==> src/rtl/pipeline_pkg.sv <==
// Shared pipeline types for the MEM stage: word/register-index types,
// data-memory FSM states and the bundled E/M register contents.
package pipeline_pkg;

    typedef logic [31:0] word_t;
    typedef logic [4:0]  reg_idx_t;

    typedef enum logic [1:0] {
        IDLE,
        REQ,
        WAIT
    } mem_state_e;

    typedef struct packed {
        word_t    alu_out;
        word_t    write_data;
        word_t    pc_branch;
        word_t    jump_addr;
        reg_idx_t write_reg;
        logic     reg_write;
        logic     mem_to_reg;
        logic     mem_write;
        logic     branch;
        logic     zero;
        logic     j_inst;
    } em_reg_t;

    // Data memory is word-addressed; byte offset bits are dropped.
    function automatic word_t word_align(input word_t addr);
        return {addr[31:2], 2'b00};
    endfunction

endpackage

==> src/rtl/dmem_access_fsm.sv <==
// Data-memory access sequencer for the MEM stage: valid/ready request,
// load-response wait, stall generation and read-data capture.
module dmem_access_fsm
    import pipeline_pkg::*;
#(
    parameter int unsigned XLEN = 32
) (
    input  logic            clk,
    input  logic            rst,
    input  logic            mem_write_m,
    input  logic            next_mem_op,
    input  logic            dmem_req_ready,
    input  logic            dmem_resp_valid,
    input  logic [XLEN-1:0] dmem_resp_rdata,
    output logic            dmem_req_valid,
    output logic            stall_m,
    output logic [XLEN-1:0] read_data_w
);

    mem_state_e state;

    always_comb begin
        stall_m = 1'b0;
        case (state)
            REQ:     stall_m = ~mem_write_m | ~dmem_req_ready;
            WAIT:    stall_m = ~dmem_resp_valid;
            default: stall_m = 1'b0;
        endcase
    end

    // On an advancing edge the next state is decided by the instruction
    // entering MEM, not by the one leaving it.
    always_ff @(posedge clk) begin
        if (rst) begin
            state          <= IDLE;
            dmem_req_valid <= 1'b0;
            read_data_w    <= '0;
        end else begin
            if (state == WAIT && dmem_resp_valid) begin
                read_data_w <= dmem_resp_rdata;
            end
            if (!stall_m) begin
                state          <= next_mem_op ? REQ : IDLE;
                dmem_req_valid <= next_mem_op;
            end else if (state == REQ && dmem_req_ready) begin
                state          <= WAIT;
                dmem_req_valid <= 1'b0;
            end
        end
    end

endmodule

==> src/rtl/memory_stage.sv <==
// Pipeline MEM stage: E/M register, branch/jump redirect, data-memory
// access via dmem_access_fsm, and the M/W register feeding writeback.
module memory_stage
    import pipeline_pkg::*;
#(
    parameter int unsigned XLEN = 32,
    parameter int unsigned RA_W = 5
) (
    input  logic            clk,
    input  logic            rst,
    input  logic [XLEN-1:0] alu_out_e,
    input  logic [XLEN-1:0] write_data_e,
    input  logic [XLEN-1:0] pc_branch_e,
    input  logic [XLEN-1:0] jump_addr_e,
    input  logic [RA_W-1:0] write_reg_e,
    input  logic            reg_write_e,
    input  logic            mem_to_reg_e,
    input  logic            mem_write_e,
    input  logic            branch_e,
    input  logic            zero_e,
    input  logic            j_inst_e,
    output logic            dmem_req_valid,
    input  logic            dmem_req_ready,
    output logic            dmem_req_we,
    output logic [XLEN-1:0] dmem_req_addr,
    output logic [XLEN-1:0] dmem_req_wdata,
    input  logic            dmem_resp_valid,
    input  logic [XLEN-1:0] dmem_resp_rdata,
    output logic            stall_m,
    output logic            pc_src_m,
    output logic [XLEN-1:0] pc_target_m,
    output logic [XLEN-1:0] alu_out_m,
    output logic [RA_W-1:0] write_reg_m,
    output logic            reg_write_m,
    output logic [XLEN-1:0] result_w,
    output logic [RA_W-1:0] write_reg_w,
    output logic            reg_write_w
);

    em_reg_t         em;
    logic [XLEN-1:0] alu_out_w;
    logic [XLEN-1:0] read_data_w;
    logic            mem_to_reg_w;
    logic            next_mem_op;

    assign next_mem_op = mem_to_reg_e | mem_write_e;

    always_ff @(posedge clk) begin
        if (rst) begin
            em <= '0;
        end else if (!stall_m) begin
            em.alu_out    <= alu_out_e;
            em.write_data <= write_data_e;
            em.pc_branch  <= pc_branch_e;
            em.jump_addr  <= jump_addr_e;
            em.write_reg  <= write_reg_e;
            em.reg_write  <= reg_write_e;
            em.mem_to_reg <= mem_to_reg_e;
            em.mem_write  <= mem_write_e;
            em.branch     <= branch_e;
            em.zero       <= zero_e;
            em.j_inst     <= j_inst_e;
        end
    end

    dmem_access_fsm #(.XLEN(XLEN)) u_fsm (
        .clk             (clk),
        .rst             (rst),
        .mem_write_m     (em.mem_write),
        .next_mem_op     (next_mem_op),
        .dmem_req_ready  (dmem_req_ready),
        .dmem_resp_valid (dmem_resp_valid),
        .dmem_resp_rdata (dmem_resp_rdata),
        .dmem_req_valid  (dmem_req_valid),
        .stall_m         (stall_m),
        .read_data_w     (read_data_w)
    );

    assign dmem_req_we    = em.mem_write;
    assign dmem_req_addr  = word_align(em.alu_out);
    assign dmem_req_wdata = em.write_data;

    assign pc_src_m    = ((em.branch & em.zero) | em.j_inst) & ~stall_m;
    assign pc_target_m = em.j_inst ? em.jump_addr : em.pc_branch;

    assign alu_out_m   = em.alu_out;
    assign write_reg_m = em.write_reg;
    assign reg_write_m = em.reg_write;

    // A stalled edge pushes a fully zeroed bubble into W.
    always_ff @(posedge clk) begin
        if (rst || stall_m) begin
            alu_out_w    <= '0;
            write_reg_w  <= '0;
            reg_write_w  <= 1'b0;
            mem_to_reg_w <= 1'b0;
        end else begin
            alu_out_w    <= em.alu_out;
            write_reg_w  <= em.write_reg;
            reg_write_w  <= em.reg_write;
            mem_to_reg_w <= em.mem_to_reg;
        end
    end

    assign result_w = mem_to_reg_w ? read_data_w : alu_out_w;

endmodule

==> config.mk <==
export PLATFORM = sky130hd
export DESIGN_NAME = memory_stage
export DESIGN_NICKNAME = d
export VERILOG_FILES = /design/src/rtl/pipeline_pkg.sv /design/src/rtl/dmem_access_fsm.sv /design/src/rtl/memory_stage.sv
export SDC_FILE = /design/constraint.sdc
export NUM_CORES = 1
export LEC_CHECK = 0
export CAP_MARGIN = 20
export CORE_MARGIN = 1.5
export CORE_UTILIZATION = 46
export DETAILED_ROUTE_END_ITERATION = 12
export GPL_ROUTABILITY_DRIVEN = 0
export GPL_TIMING_DRIVEN = 0
export PLACE_DENSITY = 0.82
export SYNTH_ARGS = -nofsm -noshare
export SYNTH_HDL_FRONTEND = slang
export SYNTH_SLANG_ARGS = --single-unit
==> constraint.sdc <==
create_clock -name clk -period 2.2 [get_ports clk]
set_clock_uncertainty 0.15 [all_clocks]
set_input_delay 0.22 -clock clk [delete_from_list [all_inputs] [get_ports clk]]
set_output_delay 0.22 -clock clk [all_outputs]
set_load 0.02 [all_outputs]
* Word level (Yosys, flattened, before mapping)
Index checks and enable logic that the tools add are counted.
W data, S select, Z words.
** Cells by class
- Reduce and logical (&&, ||, !) cells :: 3
- Bitwise operators :: 9
- Equality and inequality tests :: 3
- Mux-type cells :: 8
** Operator list (count)
- $mux W32 :: 2
- $mux W2 :: 2
- $not A1 Y1 :: 4
- $mux W1 :: 3
- $or A1 B1 Y1 :: 3
- $and A1 B1 Y1 :: 2
- $eq A2 B1 Y1 const B :: 1
- $eq A2 B2 Y1 const B :: 1
- $logic_and A1 B1 Y1 :: 2
- $ne A2 B1 Y1 const B :: 1
- $pmux W1 S2 :: 1
- $logic_or A1 B1 Y1 :: 1
** Word-level totals
- Input bits :: 175
- Register bits :: 213

* Depth between registers and ports, before layout
Gate-level depths: netlist of run 1.
- Depth after elaboration :: 5
- Gate-level depth with buffers :: 8
- Mapped depth without buffers :: 5

* Hierarchy
Synthesis of run 1 repeated with hierarchy kept, for this count alone.
** Second synthesis, totals
- Cells, all modules :: 865
- Area, all modules :: 8877.3 um^2
** By module, submodules not included
- memory_stage :: area an instance 7538.5 um^2, times used 1, cells an instance 709
- dmem_access_fsm :: area an instance 1338.8 um^2, times used 1, cells an instance 156

* Worst setup path after synthesis of run 1
OpenSTA, ideal clock, no wires.
- Kind :: register to register
- Start point :: register u_fsm.state[0]
- End point :: register alu_out_w[25]
- Setup slack :: 0.070 ns
- Arrival time :: 1.867 ns
- Clock period less this slack :: 2.130 ns
- Stages on the path, launching flop included :: 9
- Path buffers :: 3
- Cells stage by stage :: dfxtp_1 -> inv_1 -> ha_1 -> or3b_1 -> buf_2 -> o211a_4 -> buf_6 -> buf_6 -> and2_4
** Between the ends
- Word-level cells in the longest chain between the ends :: 3
** RTL lines
- start: declaration :: RTL line dmem_access_fsm.sv:20 : mem_state_e state;
- start signal: assignment :: RTL line dmem_access_fsm.sv:43 : state <= next_mem_op ? REQ : IDLE;
- $eq A2 B2 Y1 or $eq A2 B1 Y1 (tied branches) :: RTL line dmem_access_fsm.sv:24 : case (state)
- $pmux W1 S2 * :: RTL line dmem_access_fsm.sv:24
- $logic_or A1 B1 Y1 * :: RTL line memory_stage.sv:92 : if (rst || stall_m) begin
- end signal: assignment :: RTL line memory_stage.sv:98 : alu_out_w <= em.alu_out;
- end: declaration :: RTL line memory_stage.sv:41 : logic [XLEN-1:0] alu_out_w;
Mark *: on every way between the ends. The rest lies on a longest branch, timed or not.
A chain may end at the register's enable or synchronous reset.

* Worst setup path in the final report of run 1
- Start point :: register u_fsm.state[0]
- End point :: output port pc_src_m
** Between the ends
- Word-level cells in the longest chain between the ends :: 4
** RTL lines
- $eq A2 B2 Y1 or $eq A2 B1 Y1 (tied branches) :: RTL line dmem_access_fsm.sv:24
- $pmux W1 S2 * :: RTL line dmem_access_fsm.sv:24
- $not A1 Y1 * :: RTL line memory_stage.sv:83 : assign pc_src_m = ((em.branch & em.zero) | em.j_inst) & ~stall_m;
- $and A1 B1 Y1 * :: RTL line memory_stage.sv:83
- end: declaration :: RTL line memory_stage.sv:30 : output logic pc_src_m,
Marks and branches as above.

==> impl_metrics.tcl, run 1 <==
set metrics [dict create \
    htreeDepth 1 \
    grt_pass1_vias 9355 \
    synth_ff_type "dfxtp_1" \
    ys_seq_area_frac 0.428 \
    violations "setup timing" \
    cp-startpoint "u_fsm.state[0]$_SDFFE_PP0P_" \
    p_clk_frac 0.371 \
    synthTopCellsByArea "dfxtp_1 (43%), o211ai_1 (21%), a21oi_1 (8.7%), buf_4 (7.8%), mux2_2 (7.4%)" \
    synth_area_leader_cell "dfxtp_1" \
    setup_viol 1 \
    finalCritPeriodShare 1.03 \
    drc 0 \
    cts_tree "done" \
    drv_cap 0 \
    cts_sinks 212 \
    die_y_um 150 \
    holdCritStartpoint "dmem_resp_rdata[12]" \
    maxSlewViolCount 0 \
    p_sw_frac 0.274 \
    grt_overflow 0 \
    p_seq_frac 0.418 \
    root_buffer "clkbuf_16" \
    dr.pass1.iters 5 \
    synth_edf_count 0 \
    rsz0062_at_grt "true" \
    combPwrFrac 0.211 \
    hp-class "in -> reg" \
    post-place-ws_ns -0.400 \
    area_delta_synth_final_pct 46.6 \
    outcome "finished, violations left" \
    clkTransAtPathRegs_ns 0.07 \
    start_kind "flip-flop" \
    core_area_mm2 0.0211 \
    antenna_left 0 \
    worstReg2RegEnd "alu_out_w[6]$_SDFF_PP0_" \
    worst_pin_slew_ns 0.833 \
    layout.nets 1635 \
    num_io_pins 351 \
    netlist_instances 1084 \
    fill_cells 1680 \
    mappedNetlistArea_mm2 0.00992 \
    drive_gt1_frac 0.220 \
    worst-setup-path-type "reg -> out" \
    row_count 53 \
    r2r_start "u_fsm.state[0]$_SDFFE_PP0P_" \
    dp_hpwl_um 24000 \
    routed_via_density 5.54 \
    r2r_setup_slack_ns 0.07 \
    numCtsBuffers 22 \
    required_ns 1.83 \
    period_needed_ns 2.26 \
    ctsHoldBuffers 0 \
    cp-end-kind "output port" \
    clk_latency_ns 0.51 \
    synth_cell_type_count 24 \
    r2r_cells 8 \
    synth_area_per_cell_um2 9.15 \
    power_density_mw_per_mm2 692 \
    p_leak_nw 5.62 \
    dieWidth_um 150 \
    drt-total-wl_um 32600 \
    grt_usage 0.277 \
    power.switching_w 0.00275 \
    ys_top_cells_by_count "o211ai_1 (278), dfxtp_1 (212), a21oi_1 (173), buf_4 (103)" \
    fin_ws_ns -0.0612 \
    drt_iter0_drc 587 \
    dr_total_vias 9701 \
    fmax_mhz 442 \
    wl_per_cell_um 18.6 \
    hold_depth 3 \
    total_power_w 0.0101 \
    intPower_w 0.00731 \
    hold_end "u_fsm.read_data_w[12]$_SDFFE_PP0P_" \
    grt_max_degree 16 \
    arrival_ns 1.89 \
    critPathMaxFanout 3 \
    setup_tns_ns -0.0612 \
    dieArea_mm2 0.0225 \
    synth_warnings 0 \
    synth.top_cell.area_share 0.428 \
    synth-seq-cells 212 \
    io_buffers 348 \
    clockBufferDepth 3 \
    synth_most_common_cell "o211ai_1" \
    antenna_found_initial 3 \
    slew_headroom 0.445 \
    peakVddDrop_mv 0.480 \
    start_util 0.470 \
    grt_pass1_wl_um 49100 \
    synthArstFlopShare 0 \
    finalHoldViolCount 0 \
]
kinds of logic (layout without fill, tap and decap cells):
family | Yosys count | in the layout | synth area share
AO/OA/AOI/OAI | 455 | 455 | 0.302
adder cells (fa/ha/maj) | 2 | 2 | 0.00252
buffers and inverters | 236 | 625 | 0.137
flip-flops | 212 | 212 | 0.428
multiplexers | 65 | 65 | 0.0738
other | 1 | 4 | 0.000378
AND/OR/NAND/NOR | 113 | 113 | 0.0570
layout make-up:
| class | instances | area [um2] | area share |
|---|---|---|---|
| multi-input combinational | 637 | 4350 | 0.299 |
| sequential | 212 | 4250 | 0.292 |
| timing repair buffer | 352 | 3400 | 0.233 |
| buffer | 229 | 1450 | 0.0996 |
| clock buffer | 29 | 637 | 0.0438 |
| tap | 275 | 344 | 0.0237 |
| clock inverter | 11 | 100 | 0.00688 |
| inverter | 4 | 15.0 | 0.00103 |
| antenna | 2 | 5.00 | 0.000344 |
worst max-delay path by stage:
stage / end / slack, ns / cells after the start
final: pc_src_m / -0.06 / 7
after global routing: pc_src_m / -0.13 / 7
after CTS: pc_src_m / -0.08 / 7
after detailed placement: pc_target_m[20] / -0.40 / 4
after global placement: pc_target_m[20] / -0.36 / 4
after floorplan: alu_out_w[25]$_SDFF_PP0_ / 0.07 / 8
layout by cell type, fill, tap and decap left out, types with 2 or more instances in the layout:
cell	instances
nand2_1	65
buf_1	4
clkbuf_2	22
clkdlybuf4s15_2	3
and2_1	31
buf_2	47
clkinvlp_4	2
a21oi_1	173
dfxtp_2	2
dfxtp_1	208
dlygate4sd2_1	42
clkinv_2	6
buf_6	13
diode_2	2
clkdlybuf4s50_1	282
buf_4	114
clkbuf_8	7
nor2_1	3
clkbuf_1	50
clkbuf_16	22
dfxtp_4	2
conb_1	2
inv_1	3
dlymetal6s2s_1	2
o211ai_1	278
mux2_2	65
and2_4	10
state kept, by name, summed over array words and instances, names as in the netlist:
name and cells:
alu_out_m 32, alu_out_w 32, dmem_req_wdata 32, dmem_req_we 1
em 68, mem_to_reg_w 1, reg_write_m 1, reg_write_w 1
u_fsm.read_data_w 32, u_fsm.state 2, write_reg_m 5, write_reg_w 5
critical path, cell delays in order (launching register included):
cell,delay [ns]
dfxtp_2,0.34
inv_2,0.05
ha_4,0.22
or3b_1,0.36
buf_6,0.14
o21ai_4,0.07
nor2_1,0.06
buf_4,0.15
layer usage:
layer  GRT usage  share of wire  up-vias
met4       0.101          0.034        4
met2       0.492           0.49      415
met5           0        0.00095        -
met3      0.0805          0.093       74
li1            -              -     4626
met1       0.313           0.38     4582
stage by stage:
step                      hold WS (ns)  instances  cell area (um2)   util
final                            0.108       1751            14500  0.690
after global routing            0.0983       1749            14500  0.690
after CTS                       0.0967       1750            14600  0.691
after detailed placement         0.295       1708            13800  0.652
after global placement           0.290       1708            13800  0.652
after floorplan                  0.206       1085             9920      -
power by group through the flow:
stage | clock network [W] | registers (W) | logic [W]
after floorplan | 0 | 0.00424 | 0.00116
after global placement | 0 | 0.00428 | 0.00212
after detailed placement | 0 | 0.00429 | 0.00214
after CTS | 0.00379 | 0.00421 | 0.00213
after global routing | 0.00396 | 0.00423 | 0.00226
final | 0.00374 | 0.00421 | 0.00212
repair_timing:
item,CTS,global route
setup buffers,4,0
pin swaps,3,10
gates resized for setup,134,67
endpoints found under the setup margin,179,156
(Power assumes the default switching activity.)
==> run 2, diff against run 1 <==
--- a/config.mk
+++ b/config.mk
@@ -5,6 +5,7 @@
 export SDC_FILE = /design/constraint.sdc
 export NUM_CORES = 1
 export LEC_CHECK = 0
+export ABC_CLOCK_PERIOD_IN_PS = 2200
 export CAP_MARGIN = 20
 export CORE_MARGIN = 1.5
 export CORE_UTILIZATION = 46
@@ -12,6 +13,8 @@
 export GPL_ROUTABILITY_DRIVEN = 0
 export GPL_TIMING_DRIVEN = 0
 export PLACE_DENSITY = 0.82
+export RECOVER_POWER = 25
+export SLEW_MARGIN = 20
 export SYNTH_ARGS = -nofsm -noshare
 export SYNTH_HDL_FRONTEND = slang
 export SYNTH_SLANG_ARGS = --single-unit
==> run 2 against run 1 <==
Net effect:
- the run still ends with setup timing left
- utilization is 0.071 points lower
- non-clock buffer count unchanged
- flip-flop and latch count unchanged
- power is essentially flat
- worst setup slack improved by 0.00073 ns
- die area unchanged
- sequential power is essentially flat
- first-iteration DRC count down 13%
- largest cell class unchanged
==> impl_metrics.tcl, run 2 (synthesis results as in run 1) <==
set metrics [dict create \
    worst_pin_slew_ns 0.835 \
    drv_cap 0 \
    drt-total-wl_um 32600 \
    slowest_delay_ns 0.36 \
    hold_end "u_fsm.read_data_w[12]$_SDFFE_PP0P_" \
    drt_iter0_drc 511 \
    crit_path_top_delay_cell "or3b_1" \
    setup_tns_ns -0.0604 \
    grt_overflow 0 \
    setup_viol 1 \
    cts_sinks 212 \
    outcome "finished, violations left" \
    grt_usage 0.277 \
    wl_per_cell_um 18.6 \
    die_y_um 150 \
    period_needed_ns 2.26 \
    hp-class "in -> reg" \
    path_cells "inv_2, ha_4, or3b_1, buf_6, o21ai_4, nor2_1, buf_4" \
    core_area_mm2 0.0211 \
    dieArea_mm2 0.0225 \
    finalHoldViolCount 0 \
    critPathMaxFanout 3 \
    drc 0 \
    total_power_w 0.0101 \
    num_io_pins 351 \
    violations "setup timing" \
    grt_pass1_vias 9355 \
    cp-end-kind "output port" \
    htreeDepth 1 \
    worstReg2RegEnd "em[31]$_SDFFE_PP0N_" \
    r2r_setup_slack_ns 0.06 \
    drive_gt1_frac 0.220 \
    maxSlewViolCount 0 \
    slew_headroom 0.443 \
    finalCritPeriodShare 1.03 \
    dr_total_vias 9647 \
    max_flop_register "em" \
    postLayoutCellArea_mm2 0.0145 \
    dp_hpwl_um 24000 \
    layout_common_cells "o211ai_1 (278), clkdlybuf4s50_1 (274), dfxtp_1 (208)" \
    area_delta_synth_final_pct 46.5 \
    cts_tree "done" \
    rsz0062_at_grt "true" \
    post-place-ws_ns -0.400 \
    r2r_cells 9 \
    fmax_mhz 442 \
    arrival_ns 1.89 \
    worst-setup-path-type "reg -> out" \
    holdCritStartpoint "dmem_resp_rdata[12]" \
    dieWidth_um 150 \
    routed_via_density 5.51 \
    hold_depth 3 \
    clockBufferDepth 3 \
    fin_ws_ns -0.0604 \
    start_kind "flip-flop" \
    grt_max_degree 16 \
    peakVddDrop_mv 0.475 \
    final_common_cell "o211ai_1" \
    layout.nets 1635 \
    root_buffer "clkbuf_16" \
    dr.pass1.iters 5 \
    antenna_left 0 \
    power_density_mw_per_mm2 692 \
    start_util 0.470 \
    r2r_start "u_fsm.state[0]$_SDFFE_PP0P_" \
    largest_register_ffs 68 \
    numCtsBuffers 22 \
    p_leak_nw 5.60 \
    row_count 53 \
    required_ns 1.83 \
    antenna_found_initial 4 \
    grt_pass1_wl_um 49100 \
    placed_cell_area_mm2 0.0138 \
    io_buffers 348 \
    clk_latency_ns 0.50 \
    clkTransAtPathRegs_ns 0.07 \
]
==> run 2: what timing repair did <==
item	CTS	global route
buffers inserted	4	0
pin swaps	3	10
hold buffers	0	0
gates resized for setup	134	67
endpoints found under the setup margin	179	156
==> run 2: worst max path at each step <==
stage | start | end | slack (ns)
final | u_fsm.state[0]$_SDFFE_PP0P_ | pc_src_m | -0.06
after detailed placement | em[0]$_SDFFE_PP0N_ | pc_target_m[20] | -0.40
after CTS | u_fsm.state[0]$_SDFFE_PP0P_ | pc_src_m | -0.08
after floorplan | u_fsm.state[0]$_SDFFE_PP0P_ | alu_out_w[25]$_SDFF_PP0_ | 0.07
after global routing | u_fsm.state[0]$_SDFFE_PP0P_ | pc_src_m | -0.13
after global placement | em[0]$_SDFFE_PP0N_ | pc_target_m[20] | -0.36
==> run 2: per-layer routing <==
| metal | track usage | routed length (um) | vias up |
|---|---|---|---|
| met3 | 0.0805 | 2940 | 65 |
| met1 | 0.313 | 12600 | 4569 |
| met2 | 0.492 | 16000 | 381 |
| met4 | 0.101 | 1020 | 4 |
| met5 | 0 | 31 | - |
| li1 | - | - | 4628 |
==> run 2: critical path, delay by kind of cell, from the launching register on <==
kind / cells / cell delay [ns]
AND/OR/NAND/NOR: 2 / 0.42
flip-flops: 1 / 0.34
buffers and inverters: 3 / 0.34
adder cells (fa/ha/maj): 1 / 0.22
AO/OA/AOI/OAI: 1 / 0.07
==> run 2: per-stage QoR <==
| stage | cells | hold slack (ns) | utilization |
|---|---|---|---|
| final | 1752 | 0.111 | 0.689 |
| after global routing | 1750 | 0.0983 | 0.689 |
| after CTS | 1750 | 0.0967 | 0.691 |
| after detailed placement | 1708 | 0.295 | 0.652 |
| after global placement | 1708 | 0.290 | 0.652 |
| after floorplan | 1085 | 0.206 | - |
==> run 2: where the power goes <==
group | internal [W] | switching [W]
Sequential | 0.00406 | 0.000145
Combinational | 0.00108 | 0.00104
Clock | 0.00217 | 0.00157
Total | 0.00731 | 0.00275
==> run 2: layout make-up <==
cell class	instances	area, um2
clock buffer	29	637
antenna	3	7.51
timing repair buffer	352	3380
fill	1685	6560
inverter	4	15.0
sequential	212	4250
multi-input combinational	637	4350
tap	275	344
clock inverter	11	100
buffer	229	1450
==> run 3, diff against run 2 <==
--- a/config.mk
+++ b/config.mk
@@ -12,6 +12,7 @@
 export DETAILED_ROUTE_END_ITERATION = 12
 export GPL_ROUTABILITY_DRIVEN = 0
 export GPL_TIMING_DRIVEN = 0
+export MAX_ROUTING_LAYER = met4
 export PLACE_DENSITY = 0.82
 export RECOVER_POWER = 25
 export SLEW_MARGIN = 20
==> run 3 against run 2 <==
Net effect:
- power is essentially flat
- count of clock-buffer cells in the layout is the same
- critical path depth unchanged
- non-clock buffer count did not move
- critical endpoint unchanged
- via count grew 0.22%
- worst hold slack worse by 0.0013 ns
- sequential power barely moved
- the run still ends with setup timing left
- first-iteration DRC count grew 2.7%
- maximum frequency down 0.23%
- design area barely moved
- final cell count increased by 0.11%
- die area is the same
==> impl_metrics.tcl, run 3 (synthesis results as in run 1) <==
set metrics [dict create \
    drv_cap 0 \
    crit_buf_inv 3 \
    final_common_cell "o211ai_1" \
    num_io_pins 351 \
    grt_pass1_wl_um 49100 \
    crit_path_top_delay_cell "or3b_1" \
    rsz0062_at_grt "true" \
    core_area_mm2 0.0211 \
    fmax_mhz 441 \
    drc 0 \
    die_y_um 150 \
    largest_register_ffs 68 \
    io_buffers 348 \
    dieWidth_um 150 \
    utilization 0.689 \
    finalHoldViolCount 0 \
    period_needed_ns 2.27 \
    dieArea_mm2 0.0225 \
    start_util 0.470 \
    root_buffer "clkbuf_16" \
    violations "setup timing" \
    grt_overflow 0 \
    htreeDepth 1 \
    layout.nets 1635 \
    worst-setup-path-type "reg -> out" \
    top_layer "met4" \
    start_kind "flip-flop" \
    clockBufferDepth 3 \
    crit_cells 7 \
    row_count 53 \
    area_delta_synth_final_pct 46.5 \
    routed_via_density 5.51 \
    wl_met2_um 16100 \
    finalCritPeriodShare 1.03 \
    drive_gt1_frac 0.220 \
    power_density_mw_per_mm2 692 \
    dr_total_vias 9668 \
    slew_headroom 0.442 \
    grt_pass1_vias 9373 \
    antenna_left 0 \
    wl_met1_um 12400 \
    outcome "finished, violations left" \
    maxSlewViolCount 0 \
    numCtsBuffers 22 \
    arrival_ns 1.90 \
    dp_hpwl_um 24000 \
    drt-total-wl_um 32600 \
    setup_viol 1 \
    postLayoutCellArea_mm2 0.0145 \
    cts_tree "done" \
    clk_latency_ns 0.51 \
    layout_common_cells "o211ai_1 (278), clkdlybuf4s50_1 (273), dfxtp_1 (208)" \
    antenna_found_initial 4 \
    hp-class "in -> reg" \
    peakVddDrop_mv 0.481 \
    p_leak_nw 5.60 \
    required_ns 1.83 \
    path_cells "inv_2, ha_4, or3b_1, buf_6, o21ai_4, nor2_1, buf_4" \
    r2r_cells 9 \
    dr.pass1.iters 5 \
    cts_sinks 212 \
    grt_usage 0.286 \
    finalNonFillerCells 1754 \
    grt_max_degree 16 \
    clkTransAtPathRegs_ns 0.07 \
    wl_per_cell_um 18.6 \
    worst_pin_slew_ns 0.837 \
    wl_met3_um 3040 \
    hold_depth 3 \
    fin_ws_ns -0.0657 \
    slowest_delay_ns 0.36 \
    critPathMaxFanout 3 \
    cp-end-kind "output port" \
    crit_family "simple AND/OR/NAND/NOR gates" \
    placed_cells 1708 \
    ctsHoldBuffers 0 \
    placed_cell_area_mm2 0.0138 \
    r2r_setup_slack_ns 0.07 \
    max_flop_register "em" \
    drt_iter0_drc 525 \
]
run 3: cell count changes in the layout (fill, tap and decap cells not counted), sizes merged:
cell,delta
clkdlybuf4s50,-1
diode,+2
dlygate4sd3,+1
run 3: per-layer routing:
metal  up-vias  track usage
met1      4557        0.315
met5         -            -
met4         0        0.101
met2       417        0.492
met3        66       0.0790
li1       4628            -
run 3: layout make-up:
| cell class | count | area [um2] |
|---|---|---|
| fillers | 1683 | 6550 |
| multi-input cells | 637 | 4350 |
| flip-flops and latches | 212 | 4250 |
| repair buffers | 352 | 3380 |
| plain buffers | 229 | 1450 |
| clock buffers | 29 | 637 |
| well taps | 275 | 344 |
| clock inverters | 11 | 100 |
| inverters | 4 | 15.0 |
| diodes | 5 | 12.5 |
run 3: per-stage QoR:
| step | setup slack, ns | power (W) | hold slack [ns] | setup TNS, ns |
|---|---|---|---|---|
| after floorplan | 0.0704 | 0.00540 | 0.206 | 0 |
| after global placement | -0.359 | 0.00639 | 0.290 | -21.63 |
| after detailed placement | -0.400 | 0.00643 | 0.295 | -28.75 |
| after CTS | -0.0790 | 0.0101 | 0.0967 | -0.117 |
| after global routing | -0.129 | 0.0104 | 0.0983 | -0.203 |
| final | -0.0657 | 0.0101 | 0.109 | -0.0657 |
run 3: worst min-delay path, stage by stage:
cell and delay (ns):
clkdlybuf4s50_1 0.40, nand2_1 0.05, a21oi_1 0.05
run 3: path summary, 6_finish.rpt:
path	endpoint	startpoint
worst min register to register	u_fsm.read_data_w[11]$_SDFFE_PP0P_	u_fsm.read_data_w[11]$_SDFFE_PP0P_
worst max register to register	em[23]$_SDFFE_PP0N_	u_fsm.state[0]$_SDFFE_PP0P_
worst min-delay path	u_fsm.read_data_w[12]$_SDFFE_PP0P_	dmem_resp_rdata[12]
worst max-delay path	pc_src_m	u_fsm.state[0]$_SDFFE_PP0P_
run 3: timing repair:
item | CTS | global route
endpoints found under the setup margin | 179 | 156
hold endpoints to repair | 0 | 0
pin swaps | 3 | 10
resized for setup | 134 | 67
gates cloned | 0 | 0
setup buffers | 4 | 0
run 3: where the power goes:
part | switching [W] | internal [W] | total [W]
Clock | 0.00157 | 0.00217 | 0.00374
Sequential | 0.000145 | 0.00406 | 0.00421
Combinational | 0.00104 | 0.00108 | 0.00211
Total | 0.00276 | 0.00730 | 0.0101
